File: config.mk
export PLATFORM = sky130hd
export DESIGN_NAME = alarm_controller
export DESIGN_NICKNAME = d
export VERILOG_FILES = /design/src/rtl/alarm_controller.sv
export SDC_FILE = /design/constraint.sdc
export NUM_CORES = 1
export LEC_CHECK = 0
export ABC_AREA = 1
export CORE_UTILIZATION = 40
export DETAILED_ROUTE_END_ITERATION = 16
export GPL_TIMING_DRIVEN = 0
export PLACE_DENSITY = 0.69
export SETUP_SLACK_MARGIN = 0.5
export SYNTH_ARGS = -nofsm -noshare
export SYNTH_HDL_FRONTEND = slang
export SYNTH_SLANG_ARGS = --single-unit
export TNS_END_PERCENT = 1
File: constraint.sdc
create_clock -name clk -period 3.75 [get_ports clk]
set_clock_uncertainty 0.2 [all_clocks]
set_input_delay 0.5625 -clock clk [delete_from_list [all_inputs] [get_ports clk]]
set_output_delay 0.5625 -clock clk [all_outputs]
set_load 0.03 [all_outputs]
File: src/rtl/alarm_controller.sv
// alarm_controller
//   Compares the running time from the hour/minute/second counter chain with
//   the user alarm time. Runs the alarm state machine: arm, ring, snooze,
//   stop and auto-silence. Drives the buzzer and the alarm LED.
//
// Ports
//   clk, reset         : system clock, synchronous active-high reset
//   tick_1hz           : one-clk pulse per second
//   cur_hour/min/sec   : current time (5/6/6 bits)
//   alarm_hour/min     : alarm time (5/6 bits)
//   alarm_enable       : level, 0 forces DISABLED
//   snooze_btn         : one-clk pulse
//   stop_btn           : one-clk pulse
//   buzzer             : high while the registered state is RINGING
//   alarm_led          : 0 disabled, 1 armed/snoozed, blinks at 1 Hz while ringing
//   state              : DISABLED=0, ARMED=1, RINGING=2, SNOOZED=3
//
// Handshake note: this block has no valid/ready interfaces. Every input is
// sampled on each rising clk edge. The buttons and tick_1hz count as events
// only in the cycle they are high. Every output is registered and changes
// one clock after the input that caused it.
module alarm_controller #(
  parameter int SNOOZE_MIN   = 5,
  parameter int RING_MAX_SEC = 60,
  parameter int MAX_SNOOZES  = 3
) (
  input  logic       clk,
  input  logic       reset,
  input  logic       tick_1hz,
  input  logic [4:0] cur_hour,
  input  logic [5:0] cur_min,
  input  logic [5:0] cur_sec,
  input  logic [4:0] alarm_hour,
  input  logic [5:0] alarm_min,
  input  logic       alarm_enable,
  input  logic       snooze_btn,
  input  logic       stop_btn,
  output logic       buzzer,
  output logic       alarm_led,
  output logic [1:0] state
);

  localparam int SW = $clog2(SNOOZE_MIN * 60 + 1);
  localparam int RW = $clog2(RING_MAX_SEC + 1);
  localparam int UW = $clog2(MAX_SNOOZES + 1);

  localparam logic [SW-1:0] SNOOZE_LOAD = SW'(SNOOZE_MIN * 60);
  localparam logic [RW-1:0] RING_LAST   = RW'(RING_MAX_SEC - 1);
  localparam logic [UW-1:0] USED_MAX    = UW'(MAX_SNOOZES);

  typedef enum logic [1:0] {
    S_DISABLED = 2'd0,
    S_ARMED    = 2'd1,
    S_RINGING  = 2'd2,
    S_SNOOZED  = 2'd3
  } state_t;

  state_t        state_q, state_d;
  logic          buzzer_q, buzzer_d;
  logic          led_q, led_d;
  logic          match_q, match_d;
  logic [RW-1:0] ring_cnt_q, ring_cnt_d;
  logic [SW-1:0] snooze_cnt_q, snooze_cnt_d;
  logic [UW-1:0] snooze_used_q, snooze_used_d;

  logic match;
  logic trigger;

  // The alarm fires only on the first cycle of the matching second. Enabling
  // the alarm while the time already matches does not ring.
  assign match   = (cur_hour == alarm_hour) && (cur_min == alarm_min) && (cur_sec == 6'd0);
  assign trigger = match && !match_q;

  always_comb begin
    state_d       = state_q;
    ring_cnt_d    = ring_cnt_q;
    snooze_cnt_d  = snooze_cnt_q;
    snooze_used_d = snooze_used_q;
    match_d       = match;

    if (!alarm_enable) begin
      state_d = S_DISABLED;
    end else begin
      unique case (state_q)
        S_DISABLED: state_d = S_ARMED;
        S_ARMED: begin
          if (trigger) begin
            state_d    = S_RINGING;
            ring_cnt_d = '0;
          end
        end
        S_RINGING: begin
          // A button event takes priority, and a tick in the same cycle is
          // dropped. A snooze request at the limit is not an event, so a
          // tick in that cycle still counts toward auto-silence.
          if (stop_btn) begin
            state_d = S_ARMED;
          end else if (snooze_btn && (snooze_used_q < USED_MAX)) begin
            state_d       = S_SNOOZED;
            snooze_cnt_d  = SNOOZE_LOAD;
            snooze_used_d = snooze_used_q + UW'(1);
          end else if (tick_1hz) begin
            if (ring_cnt_q == RING_LAST) state_d = S_ARMED;
            else ring_cnt_d = ring_cnt_q + RW'(1);
          end
        end
        S_SNOOZED: begin
          if (stop_btn) begin
            state_d = S_ARMED;
          end else if (tick_1hz) begin
            if (snooze_cnt_q == SW'(1)) begin
              state_d    = S_RINGING;
              ring_cnt_d = '0;
            end else begin
              snooze_cnt_d = snooze_cnt_q - SW'(1);
            end
          end
        end
        default: state_d = S_DISABLED;
      endcase
    end

    // Each new alarm event starts with a fresh snooze allowance.
    if ((state_d == S_ARMED || state_d == S_DISABLED) && (state_d != state_q))
      snooze_used_d = '0;
    if (state_d == S_DISABLED)
      snooze_used_d = '0;
  end

  // The outputs are computed from the next state so that the registered
  // copies stay in step with state_q.
  always_comb begin
    buzzer_d = (state_d == S_RINGING);
    led_d    = 1'b0;
    unique case (state_d)
      S_DISABLED: led_d = 1'b0;
      S_ARMED:    led_d = 1'b1;
      S_SNOOZED:  led_d = 1'b1;
      S_RINGING: begin
        if (state_q != S_RINGING) led_d = 1'b1;          // entry
        else if (tick_1hz && !stop_btn && !snooze_btn) led_d = ~led_q;
        else if (tick_1hz && snooze_btn && !(snooze_used_q < USED_MAX) && !stop_btn)
          led_d = ~led_q;                                // ignored snooze, tick counts
        else led_d = led_q;
      end
      default: led_d = 1'b0;
    endcase
  end

  always_ff @(posedge clk) begin
    if (reset) begin
      state_q       <= S_DISABLED;
      buzzer_q      <= 1'b0;
      led_q         <= 1'b0;
      match_q       <= 1'b0;
      ring_cnt_q    <= '0;
      snooze_cnt_q  <= '0;
      snooze_used_q <= '0;
    end else begin
      state_q       <= state_d;
      buzzer_q      <= buzzer_d;
      led_q         <= led_d;
      match_q       <= match_d;
      ring_cnt_q    <= ring_cnt_d;
      snooze_cnt_q  <= snooze_cnt_d;
      snooze_used_q <= snooze_used_d;
    end
  end

  assign buzzer    = buzzer_q;
  assign alarm_led = led_q;
  assign state     = state_q;

endmodule

Word-level counts from Yosys, hierarchy flattened. Cells that the tools add are included.

Flip-flop bits (word level): 22. Input bits: 34. Output and inout port bits: 4. Word-level logic and storage cells: 90.

$add $sub $neg: 3. Magnitude comparators: 1. Eq/ne operators: 23. Multiplexer cells: 29. Bitwise gates (word level): 2. Reductions and logical operators: 25.

Operators with widths (count): $mux W6 (8); $mux W9 (5); $ne A2 B2 Y1 const B (11); $mux W2 (9); $pmux W6 S3 (1); $pmux W9 S2 (1); $logic_and A1 B1 Y1 (10); $reduce_and A10 Y1 (1); $eq A9 B1 Y1 const B (1); $sub A9 B1 Y9 const B (1); $eq A2 B2 Y1 const B (4); $pmux W2 S4 (1); $reduce_and A7 Y1 (1); $add A6 B1 Y6 const B (1); $eq A6 B6 Y1 (1); $eq A6 B6 Y1 const B (1); $logic_not A6 Y1 (1); $eq A5 B5 Y1 (1); $eq A2 B1 Y1 const B (2); $logic_not A1 Y1 (4); $logic_not A2 Y1 (2); $ne A4 B1 Y1 const B (1); $reduce_and A4 Y1 (1); $mux W1 (3); 10 further kinds (11).

Depth between registers and ports, before layout.
Depth in word-level cells: 11. Mapped depth: 14.

Worst setup path before layout. No wires, ideal clock.

Kind: flip-flop to flip-flop. Start point: register state_q[0] (netlist: state[0]). End point: register snooze_cnt_q[7]. Library setup time: 0.117 ns. Arrival time: 1.856 ns. Required time: 3.433 ns. Slack: 1.577 ns. Cell stages (with the launch flop): 12. Path buffers: 0. Clock period less this slack: 2.173 ns. Path through: dfxtp_1 -> inv_1 -> ha_1 -> o21ai_0 -> nand3_2 -> nor2_4 -> inv_2 -> nor3_2 -> nand2_1 -> nor2_2 -> xnor2_1 -> nor2_1.

Longest elaborated chain between the ends: 3.

RTL lines: from (decl) (RTL line 58) `state_t state_q, state_d;`; from (signal assigned) (RTL line 160) `state_q <= state_d;`; $eq A2 B2 Y1 (RTL line 84) `unique case (state_q)`; $ne A2 B2 Y1 (no source line) / $reduce_bool A2 Y1 (equally long branches); $reduce_and A7 Y1 (no source line); to (signal assigned) (RTL line 165) `snooze_cnt_q <= snooze_cnt_d;`; to (decl) (RTL line 63) `logic [SW-1:0] snooze_cnt_q, snooze_cnt_d;`.

Parallel ways exist; a longest one is shown, timed or not. A chain may end at the register's enable or synchronous reset.

Worst setup path after layout.
Start point: input cur_min[3]. End point: register ring_cnt_q[3].

Longest elaborated chain between the ends: 6.

RTL lines: from (decl) (RTL line 31) `input logic [5:0] cur_min,`; $eq A6 B6 Y1 (RTL line 71) `assign match = (cur_hour == alarm_hour) && (cur_min == alarm_min) && (cur_sec == 6'd0);`; $logic_and A1 B1 Y1 (2 in a row) (RTL line 71); $logic_and A1 B1 Y1 (RTL line 72) `assign trigger = match && !match_q;`; $ne A2 B2 Y1 (no source line); $reduce_and A10 Y1 (no source line); to (signal assigned) (RTL line 164) `ring_cnt_q <= ring_cnt_d;`; to (decl) (RTL line 62) `logic [RW-1:0] ring_cnt_q, ring_cnt_d;`.

Every way passes these cells.

==> metrics.md <==
| Metric | Value |
|---|---|
| R2R Path End | ring_cnt_q[3] |
| Vias in the first global route | 1484 |
| Ratio of cells with drive above 1 in the final layout | roughly 5.2% |
| CTS sink count | 22 |
| Area leader, netlist | dfxtp_1 |
| Synth Register Bits | 22 |
| Post-synthesis sequential area ratio | between 20% and 30% |
| Final Cycle Share | 61.8% |
| Drt wl/cell | a little over 10 µm |
| CORE AREA | 0.00366 mm² |
| DPL Wire Length | between 2000 and 3000 µm |
| Combinational fraction of design power | between 10 and 15% |
| Final Critical Period | 2.32 ns |
| DR vias | ~1600 |
| Overall routing resource usage | 18.3% |
| Slew HR | 70.6% |
| Reg2reg path depth | 10 |
| Unrepaired setup endpoints after global routing | no |
| Yosys warns | 0 |
| Post-Syn Area | 0.00153 mm² |
| CTS tree | yes |
| Nets | 333 |
| H-tree levels | 1 |
| Final Util | a little under three fifths |
| Setup crit start | cur_min[3] |
| Worst Max-Slew Pin Slew | 0.441 ns |
| Post-CTS setup buffer count | 0 |
| R2R Setup Slk | 1.45 ns |
| DRC | 0 |
| First-pass GRT wire length | 6040 µm |
| Die area | 0.00408 mm² |
| Fmax | roughly 0.43 GHz |
| Hold buffers post-CTS | 0 |
| Worst EP required | 3.70 ns |
| CP Cell Sequence | clkdlybuf4s50_1 > inv_1 > nand2_1 > nand2_1 > nor2_1 > nand2_1 > nor2_1 > nand3_1 > nand2_1 > nand2_2 > o21ai_1 > nor3b_1 |
| IO Pins | 38 |
| Gp weighted congestion | approximately 0.95 |
| Post_cts resized | 0 |
| MaxCap Viol Count | 0 |
| Total negative slack | 0 ns |
| CTS buffer count | 3 |
| Max Slew Vio Count | 0 |
| Area Overhead vs Synth | 32.1% |
| Worst Path Max Fanout | 9 |
| GRT overflow | 0 |
| Pwr Density | around 270 mW/mm² |
| # diodes | 0 |
| Post-synth net total | 292 |
| Switching Share | 22.0% |
| Die Y | 63.9 µm |
| Hold Crit Depth | 2 |
| Cell Count, Final, Fillers Out | between 300 and 400 |
| Final hold vios | 0 |
| Mapped Cells | 250 |
| PortBufs | 36 |
| Clock-pin slew on the worst setup and hold paths | 0.08 ns |
| Worst Path Class, Setup | input port to flip-flop |
| Worst hold path type | flip-flop to flip-flop |
| Share of power burned in registers | 43.9% |
| RR Startpoint | state[0] |
| CTS Root Cell | clkbuf_8 |
| Synth unique cells | 27 |
| Width of the die | 63.9 µm |
| Total power | 0.542 mW |
| DP Cell Count | 334 |
| Clock share of power | 41.5% |
| CP Launch Type | input port |
| Leakage power | 0.897 nW |
| Antenna violations before repair | 0 |
| Initial Utilization | a little over two fifths |
| Worst path most repeated cell | nand2_1 |
| Final setup vio count | 0 |
| Launch point of the worst hold path | snooze_cnt_q[0] |
| Status | finished, final reports clean |
| Area contributors post-synth | dfxtp_1 (29%), nand2_1 (15%), nor2_1 (11%) |
| DRC marker count from the first detailed-route iteration | 94 |
| Max incr delay on CP | approximately 0.49 ns |
| Rows | 22 |
| Mapped Avg Cell Area | 6.13 µm² |
| Critical path endpoint category | flip-flop |
| Antenna Violating Nets Remaining | 0 |
| Area share of the largest cell type after synthesis | 28.7% |
| Largest net degree at the start of global routing | 14 |
| Clock latency on the worst-skew pair | 0.27 ns |
| WHS Endpoint | snooze_cnt_q[0] |
| TritonRoute pass-1 iters | 4 |
| Int Power | 0.423 mW |
| Routed WL | 3410 µm |
| NetSw | 0.119 mW |
| VDD IR max | 0.000219 V |
| Fillers | 362 |
| CP max-delay cell | clkdlybuf4s50_1 |
| Vias/cell | 4.61 |
| Critical Path AT | 2.27 ns |
| Clock Tree Buf Depth | 2 |
registers in the layout, indices dropped and copies added (netlist names):
name	flops
state	2
buzzer	1
snooze_used_q	2
alarm_led	1
snooze_cnt_q	9
match_q	1
ring_cnt_q	6
cell type report:
type	instances	area, µm²	area share, %
Buffer	1	3.75	0.185
Clock buffer	3	41.3	2.04
Clock inverter	1	30.0	1.48
Inverter	44	165	8.16
Multi-Input combinational cell	183	923	45.6
Sequential cell	22	440	21.8
Tap cell	48	60.1	2.97
Timing Repair Buffer	36	360	17.8
synthesized netlist by cell type (all sizes together):
| cell | instances |
|---|---|
| nand2 | 64 |
| nor2 | 48 |
| inv | 44 |
| dfxtp | 22 |
| nand3 | 18 |
| a21oi | 8 |
| ha | 8 |
| o21ai | 8 |
| nor3 | 7 |
| a31oi | 5 |
| nand4 | 5 |
| or2 | 3 |
| xnor2 | 3 |
| xor2 | 3 |
| a211oi | 1 |
| buf | 1 |
| mux2i | 1 |
| nor3b | 1 |
stage by stage:
step / setup slack, ns / hold WS (ns) / cell area (µm²)
finish: 1.43 / 0.286 / 2020
global route: 1.19 / 0.333 / 2020
CTS: 1.45 / 0.292 / 2020
detailed placement: 1.18 / 0.280 / 1950
global placement: 1.18 / 0.272 / 1950
floorplan: 1.58 / 0.256 / 1530
critical path: cells and delay by family:
kind / cells / cell delay [ns]
buf+inv: 2 / 0.54
simple gates: 9 / 0.86
compound gates: 1 / 0.29
power by group through the flow:
stage | registers, mW | logic [mW] | clock network (mW)
after global routing | 0.239 | 0.0889 | 0.241
after CTS | 0.238 | 0.0797 | 0.230
after floorplan | 0.246 | 0.0310 | 0
after global placement | 0.244 | 0.0780 | 0
after detailed placement | 0.244 | 0.0790 | 0
final | 0.238 | 0.0793 | 0.225
worst max path at each step:
| stage | end | slack, ns | depth (start not counted) |
|---|---|---|---|
| finish | ring_cnt_q[3] | 1.43 | 12 |
| floorplan | snooze_cnt_q[7] | 1.58 | 11 |
| CTS | ring_cnt_q[3] | 1.45 | 12 |
| global placement | snooze_cnt_q[7] | 1.18 | 13 |
| global route | ring_cnt_q[3] | 1.19 | 12 |
| detailed placement | snooze_cnt_q[7] | 1.18 | 13 |
routing by layer:
metal	global-route usage [%]	wire [µm]
met4	7.10	42
met5	0	0
met3	4.29	116
met2	30.1	1550
met1	23.0	1710
logic make-up (layout without fill, tap and decap cells):
logic type      count (synthesis)  after routing  synth area share (%)
mux                             1              1                 0.653
flops                          22             22                  28.7
xor+xnor                        6              6                  3.43
compound gates                 22             22                  7.76
fa+ha+maj                       8              8                  6.53
simple gates                  146            146                  41.9
buf+inv                        45             85                  11.0
cells in the final DEF (no fill, tap or decap), types with 2 or more instances in the layout:
cell type         n
nand2_1          62
nor2_1           45
inv_1            42
clkdlybuf4s50_1  36
dfxtp_1          22
nand3_1          17
a21oi_1           8
ha_1              8
o21ai_0           6
nor3_1            5
a31oi_1           5
nand4_1           5
xnor2_1           3
xor2_1            3
clkbuf_8          3
nor2_2            2
nand2_2           2
inv_2             2
or2_0             2
o21ai_1           2
Note: power is estimated with default switching activity, not from simulation.
